### config.mk
export PLATFORM = sky130hd
export DESIGN_NAME = bcd_updown_counter_gen
export DESIGN_NICKNAME = d
export VERILOG_FILES = /design/src/rtl/bcd_counter_pkg.sv /design/src/rtl/bcd_digit_step.sv /design/src/rtl/bcd_updown_counter_gen.sv
export SDC_FILE = /design/constraint.sdc
export NUM_CORES = 1
export LEC_CHECK = 0
export ABC_AREA = 1
export CORE_MARGIN = 2
export CORE_UTILIZATION = 38
export CTS_BUF_LIST = sky130_fd_sc_hd__clkbuf_8
export CTS_CLUSTER_DIAMETER = 200
export DETAILED_ROUTE_END_ITERATION = 8
export PLACE_DENSITY = 0.66
export RECOVER_POWER = 25
export SLEW_MARGIN = 0
export SYNTH_ARGS = -nofsm -noshare
export SYNTH_HDL_FRONTEND = slang
export SYNTH_HIERARCHICAL = 1
export SYNTH_SLANG_ARGS = --single-unit
export TNS_END_PERCENT = 100
### constraint.sdc
create_clock -name clk -period 3 [get_ports clk]
set_input_delay 0.6 -clock clk [delete_from_list [all_inputs] [get_ports clk]]
set_output_delay 0.6 -clock clk [all_outputs]
set_load 0.005 [all_outputs]
### src/rtl/bcd_counter_pkg.sv
`default_nettype none
// ---------------------------------------------------------------------------
// bcd_counter_pkg : shared types, BCD constants and sizing helper
// Rev 1.0
// ---------------------------------------------------------------------------
package bcd_counter_pkg;

  typedef enum logic [0:0] {
    PAUSE = 1'b0,
    RUN   = 1'b1
  } state_e;

  localparam logic [3:0] NINE = 4'd9;
  localparam logic [3:0] ZERO = 4'd0;

  // A single speed still needs a one-bit index port.
  function automatic int speed_width(input int speeds);
    return (speeds > 2) ? $clog2(speeds) : 1;
  endfunction

endpackage
`default_nettype wire

### src/rtl/bcd_digit_step.sv
`default_nettype none
// ---------------------------------------------------------------------------
// bcd_digit_step : one BCD digit of the increment/decrement ripple chain
// Rev 1.0
// ---------------------------------------------------------------------------
module bcd_digit_step
  import bcd_counter_pkg::*;
(
  input  logic [3:0] digit,
  input  logic       down,
  input  logic       cin,
  output logic [3:0] digit_next,
  output logic       cout
);

  // cout doubles as borrow when counting down.
  always_comb begin
    digit_next = digit;
    cout       = 1'b0;
    if (cin) begin
      if (down) begin
        if (digit == ZERO) begin
          digit_next = NINE;
          cout       = 1'b1;
        end else begin
          digit_next = digit - 4'd1;
        end
      end else begin
        if (digit == NINE) begin
          digit_next = ZERO;
          cout       = 1'b1;
        end else begin
          digit_next = digit + 4'd1;
        end
      end
    end
  end

endmodule
`default_nettype wire

### src/rtl/bcd_updown_counter_gen.sv
`default_nettype none
// ---------------------------------------------------------------------------
// bcd_updown_counter_gen : multi-digit up/down BCD counter with speeds,
//                          wrap/saturate mode, parallel load and wrap pulse
// Rev 1.0
// ---------------------------------------------------------------------------
module bcd_updown_counter_gen
  import bcd_counter_pkg::*;
#(
  parameter int DIGITS   = 2,
  parameter int SPEEDS   = 3,
  parameter int BASE_DIV = 23
) (
  input  logic                            clk,
  input  logic                            rst,
  input  logic                            en_pulse,
  input  logic                            dir,
  input  logic                            speed_up_pulse,
  input  logic                            speed_down_pulse,
  input  logic                            wrap_en,
  input  logic                            load_pulse,
  input  logic [4*DIGITS-1:0]             load_value,
  output logic [4*DIGITS-1:0]             value,
  output logic                            running,
  output logic                            dir_down,
  output logic [speed_width(SPEEDS)-1:0]  speed,
  output logic                            at_max,
  output logic                            at_min,
  output logic                            wrap_pulse
);

  localparam int SW = speed_width(SPEEDS);
  localparam int PW = BASE_DIV + SPEEDS - 1;
  localparam int VW = 4 * DIGITS;
  localparam logic [SW-1:0] SPEED_MAX = SW'(SPEEDS - 1);

  state_e          state_q,      state_d;
  logic [VW-1:0]   value_q,      value_d;
  logic            dir_down_q,   dir_down_d;
  logic [SW-1:0]   speed_q,      speed_d;
  logic            at_max_q,     at_max_d;
  logic            at_min_q,     at_min_d;
  logic            wrap_pulse_q, wrap_pulse_d;
  logic [PW-1:0]   presc_q,      presc_d;

  logic [PW-1:0]   tick_mask;
  logic            tick;
  logic [DIGITS:0] carry;
  logic [VW-1:0]   stepped;
  logic [VW-1:0]   load_clamped;
  logic            at_bound;

  // Faster speeds watch fewer low prescaler bits, halving the tick period.
  always_comb begin
    tick_mask = '0;
    for (int i = 0; i < PW; i++) begin
      tick_mask[i] = (i < (PW - int'(speed_q)));
    end
  end
  assign tick = &(presc_q | ~tick_mask);

  assign carry[0] = 1'b1;

  for (genvar g = 0; g < DIGITS; g++) begin : g_digit
    bcd_digit_step u_step (
      .digit      (value_q[4*g +: 4]),
      .down       (dir_down_q),
      .cin        (carry[g]),
      .digit_next (stepped[4*g +: 4]),
      .cout       (carry[g+1])
    );
    assign load_clamped[4*g +: 4] =
      (load_value[4*g +: 4] > NINE) ? NINE : load_value[4*g +: 4];
  end

  // Carry out of the top digit means the count sat at all-9s (up) or zero (down).
  assign at_bound = carry[DIGITS];

  always_comb begin
    state_d = state_q;
    if (en_pulse) begin
      state_d = (state_q == RUN) ? PAUSE : RUN;
    end

    dir_down_d = (state_q == RUN) ? dir : dir_down_q;

    speed_d = speed_q;
    if (speed_up_pulse && !speed_down_pulse && (speed_q != SPEED_MAX)) begin
      speed_d = speed_q + SW'(1);
    end else if (speed_down_pulse && !speed_up_pulse && (speed_q != '0)) begin
      speed_d = speed_q - SW'(1);
    end

    presc_d = presc_q + PW'(1);

    value_d      = value_q;
    at_max_d     = at_max_q;
    at_min_d     = at_min_q;
    wrap_pulse_d = 1'b0;

    if (load_pulse) begin
      value_d  = load_clamped;
      at_max_d = 1'b0;
      at_min_d = 1'b0;
    end else if ((state_q == RUN) && tick) begin
      if (!at_bound || wrap_en) begin
        value_d      = stepped;
        wrap_pulse_d = at_bound;
        at_max_d     = 1'b0;
        at_min_d     = 1'b0;
      end else begin
        at_max_d = ~dir_down_q;
        at_min_d = dir_down_q;
      end
    end
  end

  always_ff @(posedge clk or posedge rst) begin
    if (rst) begin
      state_q      <= PAUSE;
      value_q      <= '0;
      dir_down_q   <= 1'b0;
      speed_q      <= '0;
      at_max_q     <= 1'b0;
      at_min_q     <= 1'b0;
      wrap_pulse_q <= 1'b0;
      presc_q      <= '0;
    end else begin
      state_q      <= state_d;
      value_q      <= value_d;
      dir_down_q   <= dir_down_d;
      speed_q      <= speed_d;
      at_max_q     <= at_max_d;
      at_min_q     <= at_min_d;
      wrap_pulse_q <= wrap_pulse_d;
      presc_q      <= presc_d;
    end
  end

  assign value      = value_q;
  assign running    = (state_q == RUN);
  assign dir_down   = dir_down_q;
  assign speed      = speed_q;
  assign at_max     = at_max_q;
  assign at_min     = at_min_q;
  assign wrap_pulse = wrap_pulse_q;

endmodule
`default_nettype wire

; After elaboration in Yosys (flattened, before gate mapping)
; Cells that the tools add are included.
; Widths: inputs -> output; s select.
[word_totals]
register_bits = 40
inputBits = 16
[classes]
n_addsub = 8
n_lt_le_gt_ge = 27
eq_ne = 3
mux = 31
n_bitwise = 3
n_reduce_logical = 19
[op_table]
columns = cell, count
row1 = $lt 6x6->1 const A, 9
row2 = $lt 5x6->1 const A, 8
row3 = $mux 4, 9
row4 = $add 25x1->25 const B, 1
row5 = $not 25->25, 1
row6 = $or 25x25->25, 1
row7 = $reduce_and 25->1, 1
row8 = $lt 4x6->1 const A, 4
row9 = $mux 8, 3
row10 = $mux 1, 17
row11 = $lt 3x6->1 const A, 2
row12 = $reduce_bool 2->1, 5
row13 = $add 4x1->4 const B, 2
row14 = $eq 4x4->1 const B, 2
row15 = $gt 4x4->1 const B, 2
row16 = $logic_not 4->1, 2
row17 = $sub 4x1->4 const B, 2
row18 = $lt 1x6->1 const A, 1
row19 = $lt 2x6->1 const A, 1
row20 = $sub 5x2->6 const A, 1
row21 = $logic_and 1x1->1, 5
row22 = $mux 2, 2
row23 = $logic_not 1->1, 3
row24 = $reduce_and 3->1, 1
row25 = other kinds (6), 6

; Depth between registers and ports, before layout
; Gate-level depths: netlist (run 1).
[logic_depth]
word_depth = 9
depth_mapped = 12

; By module
; The synthesis (run 1) kept the hierarchy.
[modules_own_cells]
columns = mod, n_inst, cells_each, area_per_inst_um2, seq_area_each_um2
row1 = bcd_updown_counter_gen, 1, 224, 1975.6, 1001.0
row2 = bcd_digit_step, 2, 47, 214.0, 0.0

; Worst setup path after synthesis (run 1)
; No wires, ideal clock.
[synth_timing]
path_kind = reg-to-reg
startpoint = reg value_q[0], in the netlist value[0]
endpoint = reg at_min_q, in the netlist at_min
setup_time_ns = 0.065
arrival_ns = 2.296
slack_ns = 0.639
stages_incl_launch_ff = 10
path_buffers = 0
synth_period_minus_slack_ns = 2.361
cell_sequence = dfrtp_1 nor2_2 nand2_1 a211oi_1 inv_1 a211oi_1 nand3b_2 nor2_1 nand2_1 nand2_1
[synth_between]
elab_chain_len = 9
[synth_lines]
columns = element, line
row1 = from (decl), bcd_updown_counter_gen.sv:38  ; logic [VW-1:0] value_q, value_d;
row2 = from (signal assigned), bcd_updown_counter_gen.sv:130  ; value_q <= value_d;
row3 = $eq 4x4->1 / $logic_not 4->1 (equally long branches), "bcd_digit_step.sv:29, bcd_digit_step.sv:22"
row4 = "$mux 1, on equally long branches", "bcd_digit_step.sv:29, bcd_digit_step.sv:22"
row5 = $mux 1 *, bcd_digit_step.sv:21  ; if (down) begin
row6 = via carry[1], bcd_updown_counter_gen.sv:48  ; logic [DIGITS:0] carry;
row7 = $mux 1 *, bcd_digit_step.sv:20  ; if (cin) begin
row8 = via at_bound, bcd_updown_counter_gen.sv:51  ; logic at_bound;
row9 = $logic_not 1->1 *, bcd_updown_counter_gen.sv:106  ; if (!at_bound || wrap_en) begin
row10 = $logic_or 1x1->1 *, bcd_updown_counter_gen.sv:106
row11 = $mux 1 *, bcd_updown_counter_gen.sv:106
row12 = $mux 1 *, bcd_updown_counter_gen.sv:105  ; end else if ((state_q == RUN) && tick) begin
row13 = $mux 1 *, bcd_updown_counter_gen.sv:101  ; if (load_pulse) begin
row14 = to (signal assigned), bcd_updown_counter_gen.sv:134  ; at_min_q <= at_min_d;
row15 = to (decl), bcd_updown_counter_gen.sv:42  ; logic at_min_q, at_min_d;
; The timed path passes the listed nets; every way through them passes the cells marked *. The select of a mux whose other input is x is not followed.
; A chain may end at the register's enable or synchronous reset.

; Final worst setup path (run 1)
; Same ends and word-level chain as after synthesis.

==> impl_results.md, run 1 <==
- Top cells by area, synth: dfrtp_1 (42%), nand2_1 (15%), nor2_1 (7.0%), nand3_1 (6.2%), xor2_1 (5.8%)
- # hold bufs at CTS: 0
- Slew Viols, Final: 0
- Min-delay src: presc_q[0]
- Initial core utilization: 39.9%
- Synth area leader: dfrtp_1
- Fin nets: around 380
- Synthesized area per cell: 7.56 µm²
- Most frequent cells in the layout: nand2_1 (94), nor2_1 (47), dfrtp_1 (40), nand3_1 (30), clkdlybuf4s50_1 (27)
- Die height: 83.5 µm
- Adder-cell share of the synthesized area: less than 1%
- Gpl congestion: 0.793
- Largest net degree at the start of global routing: 41
- First-pass DRT Iterations: 4
- Critical Path AT: roughly 2.6 ns
- EDFF count, synth: 0
- Filler cells: approximately 600
- Leakage power: 1.44 nW
- Layout cells sized above 1: roughly a tenth
- Max-cap viol count: 0
- CP max-delay cell: dfrtp_1
- Crit-path max cell delay: ~0.48 ns
- Mapped cell area: 0.00240 mm²
- Post-Syn Instances: ~320
- Antenna violations before repair: 0
- Final Critical Period: 2.32 ns
- Area Growth Syn to Fin: 21.8%
- Clock root cell: clkbuf_8
- Worst Hold Class: register to register
- Critical Path End Type: register
- Tightest Pin Transition: 0.973 ns
- Fmax: approximately 430 MHz
- Post-Route Setup TNS: 0 ns
- Max_slew headroom: 35.1%
- CP Data Required Time: approximately 3.2 ns
- GRT Total Usage: 15.3%
- Fin. Hold Viols: 0
- Most used flip-flop cell after synthesis: dfrtp_1
- Multi-input gate area in the final layout: around 0.0013 mm²
- # diodes: 0
- Library cells used by synthesis: 29
- Htree depth: 2
- Post-Route WL: 4990 µm
- Synth Warn #: 6
- CP Max Fanout: 10
- Remaining DRCs: 0
- Compound-gate portion of the synthesized area: 6.19%
- Sink Count: 40
- Worst R2R Path Depth: 10
- CTS Buffer Depth: 2
- Min-Delay Endpoint: presc_q[0]
- Asr flop ratio synth: 100%
- Die Area: between 0.006 and 0.007 mm²
- Clock transition at path regs: approximately 0.080 ns
- Vias/cell: approximately 4.7
- Startpoint types: register
- Post-Synth Simple-Gate Area: 37.5%
- Largest family of logic cells by synthesized area: simple AND/OR/NAND/NOR gates
- Yosys top cell area share: approximately two fifths
- Die X: about 84 µm
- Total gr overflow: 0
- Synth Area in XOR/XNOR: around 8.7%
- Vias in the first global route: 1981
- Hold Crit Depth: 1
- Final setup violation count: 0
- CTS tree: done
- IO Port Bufs: 30
- Via Count: a little over 2000
- Sequential share of the synthesized area: between 40% and 50%
- Unrepaired setup endpoints after global routing: no
- Commonest non-fill, non-tap cell in the layout: nand2_1
- Reg-to-reg critical path startpoint: value[0]
- Synth Register Bits: 40
- Setup Buffers After CTS: 0
- Sequential Area: approximately 0.001 mm²
- Period utilisation layout: between 70 and 80%
- Clk_skew: 0.00907 ns
- Pwr per Cell Area: 577 mW/mm²
- Number of placed I/O pins: 31
- Global-route wire length before repair: roughly 9000 µm
- Peak VDD IR: 0.376 mV
- Setup Crit Path Kind: register to register
- Clk Latency, worst-skew pair: 0.29 ns
- CORE AREA: 0.00603 mm²
- Flop2flop setup slack: 0.68 ns
- DR WL/cell: approximately 11 µm
- Row cnt: 28
- Core Util, Final: between 40% and 50%
- Cts repair resizes: 0
- Post-synthesis mux area share: 0%
- Worst r2r dst: at_min
- CTS Buf Count: 5
- Post-route ant nets: 0
- HPWL Detailed: roughly 3800 µm
- Outcome: completed
- DR iter-0 viols: slightly below 90
- Crit-path cells: nor2_2 -> nand2_1 -> a211oi_1 -> buf_4 -> inv_1 -> a211oi_1 -> nand3b_2 -> nor2_1 -> nand2_1 -> nand2_1
- Most frequent CP cell: nand2_1
## per-stage QoR
| stage | hold WS (ns) | power, mW | instance area, µm² | setup slack [ns] | cells |
|---|---|---|---|---|---|
| 3_5_place_dp | 0.465 | 1.23 | 2820 | 0.693 | 428 |
| 3_3_place_gp | 0.458 | 1.23 | 2820 | 0.739 | 428 |
| 4_1_cts | 0.476 | 1.70 | 2940 | 0.699 | 436 |
| 2_1_floorplan | 0.442 | 1.01 | 2420 | 0.639 | 323 |
| 5_1_grt | 0.457 | 1.81 | 2930 | 0.383 | 436 |
| 6_report | 0.441 | 1.69 | 2930 | 0.683 | 436 |
## cell families after synthesis
| group | count (synthesis) |
|---|---|
| other cells | 1 |
| simple gates | 197 |
| fa+ha+maj | 1 |
| compound gates | 24 |
| xor+xnor | 24 |
| buf+inv | 31 |
| flops | 40 |
## synthesized netlist by cell type, types with 2 or more instances
master,instances
nand3_1,30
o21ai_1,4
xnor2_1,8
buf_2,2
a211oi_1,2
nor2_4,4
nand2_2,5
a21oi_1,7
nand2_4,3
o21ai_2,2
nand2_1,94
inv_2,3
inv_1,25
xor2_1,16
nand4_1,4
a22o_1,4
nor2_1,45
nor3_1,3
o21ai_0,4
dfrtp_1,40
nor2_2,5
## layout make-up
class,instances,share of cell area (%)
multi-input cells,252,43.7
flip-flops and latches,40,34.2
repair buffers,33,10.9
inverters,28,3.59
clock buffers,7,3.29
well taps,75,3.21
clock inverters,1,1.03
## state kept, by name (all words and copies together) (netlist names)
name	count
value	8
wrap_pulse	1
dir_down	1
presc_q	25
at_min	1
running	1
at_max	1
speed	2
## where the power goes
part	internal (mW)	switching (mW)	total (mW)
Combinational	0.254	0.272	0.527
Clock	0.293	0.180	0.474
Sequential	0.589	0.0984	0.687
Total	1.14	0.551	1.69
## worst max-delay path by stage
stage / start / to / slack [ns]
after floorplan: value[0] / at_min / 0.64
after global placement: load_pulse / at_min / 0.74
after detailed placement: load_pulse / at_min / 0.69
after CTS: value[0] / value[7] / 0.70
after global routing: value[0] / at_min / 0.38
final: value[0] / at_min / 0.68
## layer usage
| metal | GRT usage (%) | vias up | part of all wire [%] |
|---|---|---|---|
| met1 | 20.4 | 944 | 49 |
| met3 | 3.07 | 4 | 2.8 |
| met4 | 3.08 | 0 | 0.54 |
| met5 | 0 | - | 0 |
| li1 | - | 1088 | - |
| met2 | 26.0 | 25 | 48 |
## critical path: cells and delay by family (launching register included)
kind                   cells  cell delay (ns)
DFF                        1             0.48
buffers and inverters      2             0.25
AOI/OAI and AO/OA          2             0.58
and+or+nand+nor            6             0.93
(Power assumes the default switching activity.)
==> run 2, diff against run 1 <==
Clock period 3 ns to 2.2 ns, I/O delays scaled along.
==> run 2 against run 1 <==
Net effect: hold slack better by 0.0042 ns; first-iteration DRC count is 16% lower; design area is 2.5% higher; count of clock-buffer cells in the layout stayed put; die area stayed put; largest power group unchanged.
==> impl_results.md, run 2 (same netlist as run 1, synthesis figures left out) <==
- Commonest non-fill, non-tap cell in the layout: nand2_1
- Cell area after layout: 0.00300 mm²
- Fmax: just over 500 MHz
- Gpl congestion: between 0.7 and 0.8
- Final Critical Period: 1.96 ns
- Number of flip-flops in the largest register: 25
- HPWL Detailed: between 3000 and 4000 µm
- Fin nets: between 300 and 400
- Post-route ant nets: 0
- Final setup violation count: 0
- Clk Latency, worst-skew pair: a little under 0.3 ns
- Largest Register: presc_q
- Global-route wire length before repair: approximately 9000 µm
- Critical Path AT: about 2.2 ns
- Vias/cell: between 4 and 5
- Tightest Pin Transition: slightly below 1 ns
- Number of placed I/O pins: 31
- Remaining DRCs: 0
- CP max-delay cell: dfrtp_1
- Clk_skew: between 0.007 and 0.008 ns
- Antenna violations before repair: 0
- Sink Count: 40
- Die X: 83.5 µm
- Via Count: about 2100
- Hold Crit Depth: 1
- Critical Path End Type: register
- Peak VDD IR: approximately 0.41 mV
- CP Max Fanout: 5
- Core Util, Final: between 40% and 50%
- Fin. Hold Viols: 0
- Crit-path cells: nor2_2 -> nand2_1 -> a211oi_2 -> inv_1 -> a211oi_4 -> nand3b_2 -> nor2_1 -> nand2_1 -> nand2_1
- Setup Crit Path Kind: register to register
- Vias in the first global route: between 2000 and 2500
- CP Data Required Time: between 2 and 2.5 ns
- Setup Buffers After CTS: 0
- # hold bufs at CTS: 0
- Area Growth Syn to Fin: 24.8%
- # diodes: 0
- Outcome: completed
- Leakage power: ~1.5 nW
- DR WL/cell: approximately 12 µm
- Most frequent cells in the layout: nand2_1 (94), nor2_1 (46), dfrtp_1 (40), nand3_1 (30), clkdlybuf4s50_1 (28)
- Most frequent CP cell: nand2_1
- Worst Hold Class: register to register
- Die height: 83.5 µm
- CTS Buffer Depth: 2
- Post-Route WL: about 5100 µm
- CTS Buf Count: 5
- Pwr per Cell Area: between 700 and 800 mW/mm²
- Max_slew headroom: between 30% and 40%
- Slew Viols, Final: 0
- IO Port Bufs: 30
- CTS tree: done
- Die Area: 0.00698 mm²
- Worst R2R Path Depth: 9
- Crit-path max cell delay: 0.44 ns
- First-pass DRT Iterations: 4
- Clock root cell: clkbuf_8
- DR iter-0 viols: between 70 and 80
- Placed cell area: ~0.0029 mm²
- GRT Total Usage: between 10% and 20%
- Htree depth: 2
- Layout cells sized above 1: 11.7%
- CORE AREA: ~0.006 mm²
- Clock transition at path regs: about 0.080 ns
- Period utilisation layout: roughly 90%
- Largest net degree at the start of global routing: 41
- Row cnt: 28
- Initial core utilization: 39.9%
- Startpoint types: register
- Total gr overflow: 0
- Max-cap viol count: 0
[run 2: through the flow]
stage	TNS, ns	hold WS [ns]	cells	total power [mW]	setup slack [ns]
after global placement	0	0.459	434	1.72	0.177
final	0	0.445	443	2.37	0.239
after global routing	-0.00138	0.488	443	2.54	-0.00138
after detailed placement	0	0.459	434	1.72	0.119
after floorplan	0	0.442	323	1.38	0.0438
after CTS	0	0.485	442	2.38	0.0992
[run 2: critical path: cells and delay by family, from the launching register on]
family	cells	cell delay (ns)
compound gates	2	0.52
buf+inv	1	0.12
simple gates	6	0.82
flops	1	0.44
[run 2: what timing repair did]
action                                 4_1_cts  5_1_grt
endpoints found under the hold margin        0        0
resized for setup                            0        2
setup endpoints to repair                    0       10
[run 2: worst paths after layout]
path                       startpoint          end  slack (ns)
max in group asynchronous         rst     value[4]        0.71
setup / recovery             value[0]       at_min        0.24
hold / removal             presc_q[0]   presc_q[0]        0.45
hold reg to reg            presc_q[0]   presc_q[0]        0.45
setup reg to reg             value[0]       at_min        0.24
min in group asynchronous         rst  presc_q[21]        0.90
[run 2: final cells by class]
class,instances,area (µm²)
timing repair buffer,39,362
clock buffer,7,96.3
multi-input combinational,253,1310
inverter,28,105
sequential,40,1000
clock inverter,1,30.0
tap,75,93.8
fill,576,3030
[run 2: routing by layer]
layer  part of all wire [%]  track usage [%]  wire length, µm
met1                     48             21.1             2480
met2                     48             25.4             2450
met3                    3.3             2.87              171
met4                   0.41             3.81               21
met5                      0                0                0
[run 2: power breakdown]
part           switching [mW]  internal, mW
Sequential              0.116         0.804
Combinational           0.426         0.378
Clock                   0.247         0.400
==> run 3, diff against run 2 <==
Settings changed: ABC_AREA 1 to unset, PLACE_DENSITY 0.66 to 0.67.
==> run 3 against run 2 <==
Net effect: global-route usage shrank 0.65 points; synthesized cell count decreased by 33%; synthesized area fell by 9.5%; core utilization increased by 1.6 points; combinational power decreased by 38%; clock power decreased by 22%; critical path type unchanged; largest cell class unchanged; highest routed layer unchanged.
==> impl_results.md, run 3 <==
- DR iter-0 viols: 48
- Post-route ant nets: 0
- Global-route wire length before repair: roughly 7300 µm
- Crit-path max cell delay: approximately 0.40 ns
- Worst Hold Class: register to register
- Sequential share of the synthesized area: a little under half
- Synth cell count leaders: dfrtp_1 (40), nor2_1 (22), xnor2_1 (14), xor2_1 (14), nand2_1 (13)
- Asr flop ratio synth: between 90% and 100%
- Initial core utilization: between 30% and 40%
- Crit path max-delay family: simple AND/OR/NAND/NOR gates
- CP Data Required Time: 2.37 ns
- Fmax: between 400 and 500 MHz
- Period utilisation layout: 94.2%
- Leakage power: ~1.3 nW
- CORE AREA: between 0.005 and 0.006 mm²
- CP max-delay cell: dfrtp_1
- Synth Warn #: 6
- Row cnt: 27
- Worst Path Buf+Inv: 1
- Final Critical Period: 2.07 ns
- Flop2flop setup slack: around 0.13 ns
- Fin nets: around 290
- Clock transition at path regs: ~0.080 ns
- CTS tree: done
- Multi-input gate area in the final layout: 0.00115 mm²
- Critical path depth in cells: 11
- CTS Buffer Depth: 2
- Critical Path AT: ~2.2 ns
- Startpoint types: register
- Synthesized area per cell: slightly above 10 µm²
- Commonest non-fill, non-tap cell in the layout: dfrtp_1
- Top cells by area, synth: dfrtp_1 (46%), xnor2_1 (5.6%), xor2_1 (5.6%), mux2i_1 (5.5%), nor2_1 (3.8%)
- GRT Total Usage: about 15%
- CTS Buf Count: 5
- HPWL Detailed: between 3000 and 4000 µm
- Vias in the first global route: ~1600
- Max-cap viol count: 0
- Die height: roughly 80 µm
- Post-Route WL: roughly 4400 µm
- Clk_skew: about 0.008 ns
- Synth area leader: dfrtp_1
- Post-Syn Instances: about 210
- Mapped cell area: approximately 0.0022 mm²
- Htree depth: 2
- Slew Viols, Final: 0
- Layout cells sized above 1: between 10% and 20%
- Sink Count: 40
- Library cells used by synthesis: 39
- First-pass DRT Iterations: 4
- DR WL/cell: 12.9 µm
- Crit-path cells: and3b_1 -> a21oi_2 -> nor3_2 -> nand2b_1 -> nor3_2 -> nand2b_1 -> o2111ai_2 -> nor4_4 -> buf_12 -> mux2i_1 -> a22oi_1
- Critical Path End Type: register
- Gpl congestion: ~0.85
- Final setup violation count: 0
- Area Growth Syn to Fin: 30.0%
- Largest Register: presc_q
- Vias/cell: approximately 5.0
- Worst R2R Path Depth: 11
- # hold bufs at CTS: 0
- Outcome: completed
- Antenna violations before repair: 0
- IO Port Bufs: 30
- CP Max Fanout: 8
- Peak VDD IR: 0.372 mV
- Setup Crit Path Kind: register to register
- Post-Route Setup TNS: 0 ns
- Yosys top cell area share: between 40% and 50%
- Clock root cell: clkbuf_8
- Total gr overflow: 0
- Max_slew headroom: 33.1%
- Hold Crit Depth: 1
- Filler cells: 491
- Die Area: 0.00635 mm²
- Most common cell in the synthesized netlist: dfrtp_1
- Fin. Hold Viols: 0
- Synth Register Bits: 40
- Number of placed I/O pins: 31
- Most used flip-flop cell after synthesis: dfrtp_1
- Tightest Pin Transition: 1.00 ns
- Largest net degree at the start of global routing: ~40
- Pwr per Cell Area: 661 mW/mm²
- Die X: 79.7 µm
- Clk Latency, worst-skew pair: 0.29 ns
- EDFF count, synth: 0
- Number of flip-flops in the largest register: 25
- Unrepaired setup endpoints after global routing: yes
- Most frequent cells in the layout: dfrtp_1 (39), clkdlybuf4s50_1 (29), nor2_1 (22), buf_4 (18)
- # diodes: 0
- Sequential Area: 0.00100 mm²
- Hold_ws: roughly 0.47 ns
- Remaining DRCs: 0
- Via Count: 1703
run 3: changes by cell type in the layout (fill, tap and decap cells not counted), sizes merged, moves of 6 or more:
| cell | previous run | this run |
|---|---|---|
| nand2b | 0 | 6 |
| xnor2 | 8 | 14 |
| nand2 | 103 | 13 |
| inv | 28 | 8 |
| buf | 7 | 19 |
| nor2 | 54 | 22 |
| mux2i | 0 | 12 |
| nand3 | 30 | 12 |
run 3: cell families (layout without fill, tap and decap cells):
group | count (synthesis) | count (layout) | synth area share (%)
simple gates | 82 | 82 | 21.4
flops | 40 | 40 | 46.0
compound gates | 34 | 34 | 10.5
xor+xnor | 30 | 30 | 12.8
mux | 12 | 12 | 5.52
buf+inv | 12 | 66 | 3.11
fa+ha+maj | 1 | 1 | 0.575
other cells | 1 | 7 | 0.172
run 3: per-layer routing:
layer	part of all wire [%]	global-route usage, %	vias to the layer above
li1	-	-	848
met1	50	19.8	820
met2	46	24.0	31
met3	3.5	3.17	4
met4	0.99	4.14	0
met5	0	0	-
run 3: final timing paths:
kind,from,end
worst min register to register,presc_q[19],presc_q[19]
worst min-delay path,presc_q[19],presc_q[19]
worst max register to register,value[3],value[0]
min in group asynchronous,rst,presc_q[7]
worst max-delay path,value[3],value[0]
max in group asynchronous,rst,dir_down
run 3: layout make-up:
cell class | instances | share of cell area, %
inverter | 8 | 1.06
timing repair buffer | 50 | 16.3
clock inverter | 2 | 0.354
clock buffer | 6 | 2.92
multi-input combinational | 166 | 40.8
tap | 72 | 3.18
sequential | 40 | 35.4
run 3: repair_timing:
item | CTS | global route
setup endpoints to repair | 0 | 7
resized for setup | 0 | 4
setup buffers | 0 | 5
run 3: power breakdown:
| group | internal (mW) | switching [mW] |
|---|---|---|
| combinational | 0.277 | 0.220 |
| sequential | 0.786 | 0.0836 |
| clock | 0.250 | 0.253 |
| total | 1.31 | 0.557 |
run 3: stage by stage:
step,instance area [µm²],worst slack (ns),util (%),total power [mW],std cells
2_1_floorplan,2210,-0.0379,-,1.13,218
3_3_place_gp,2710,0.161,49.1,1.37,331
3_5_place_dp,2710,0.124,49.1,1.37,331
4_1_cts,2800,0.160,50.8,1.88,339
5_1_grt,2830,-0.0342,51.4,1.98,344
6_report,2830,0.127,51.4,1.87,344
run 3: worst register-to-register path: stages, from the launching register on:
cell       delay (ns)
dfrtp_1          0.40
and3b_1          0.19
a21oi_2          0.11
nor3_2           0.07
nand2b_1         0.11
nor3_2           0.06
nand2b_1         0.12
o2111ai_2        0.15
nor4_4           0.29
buf_12           0.18
mux2i_1          0.18
a22oi_1          0.09
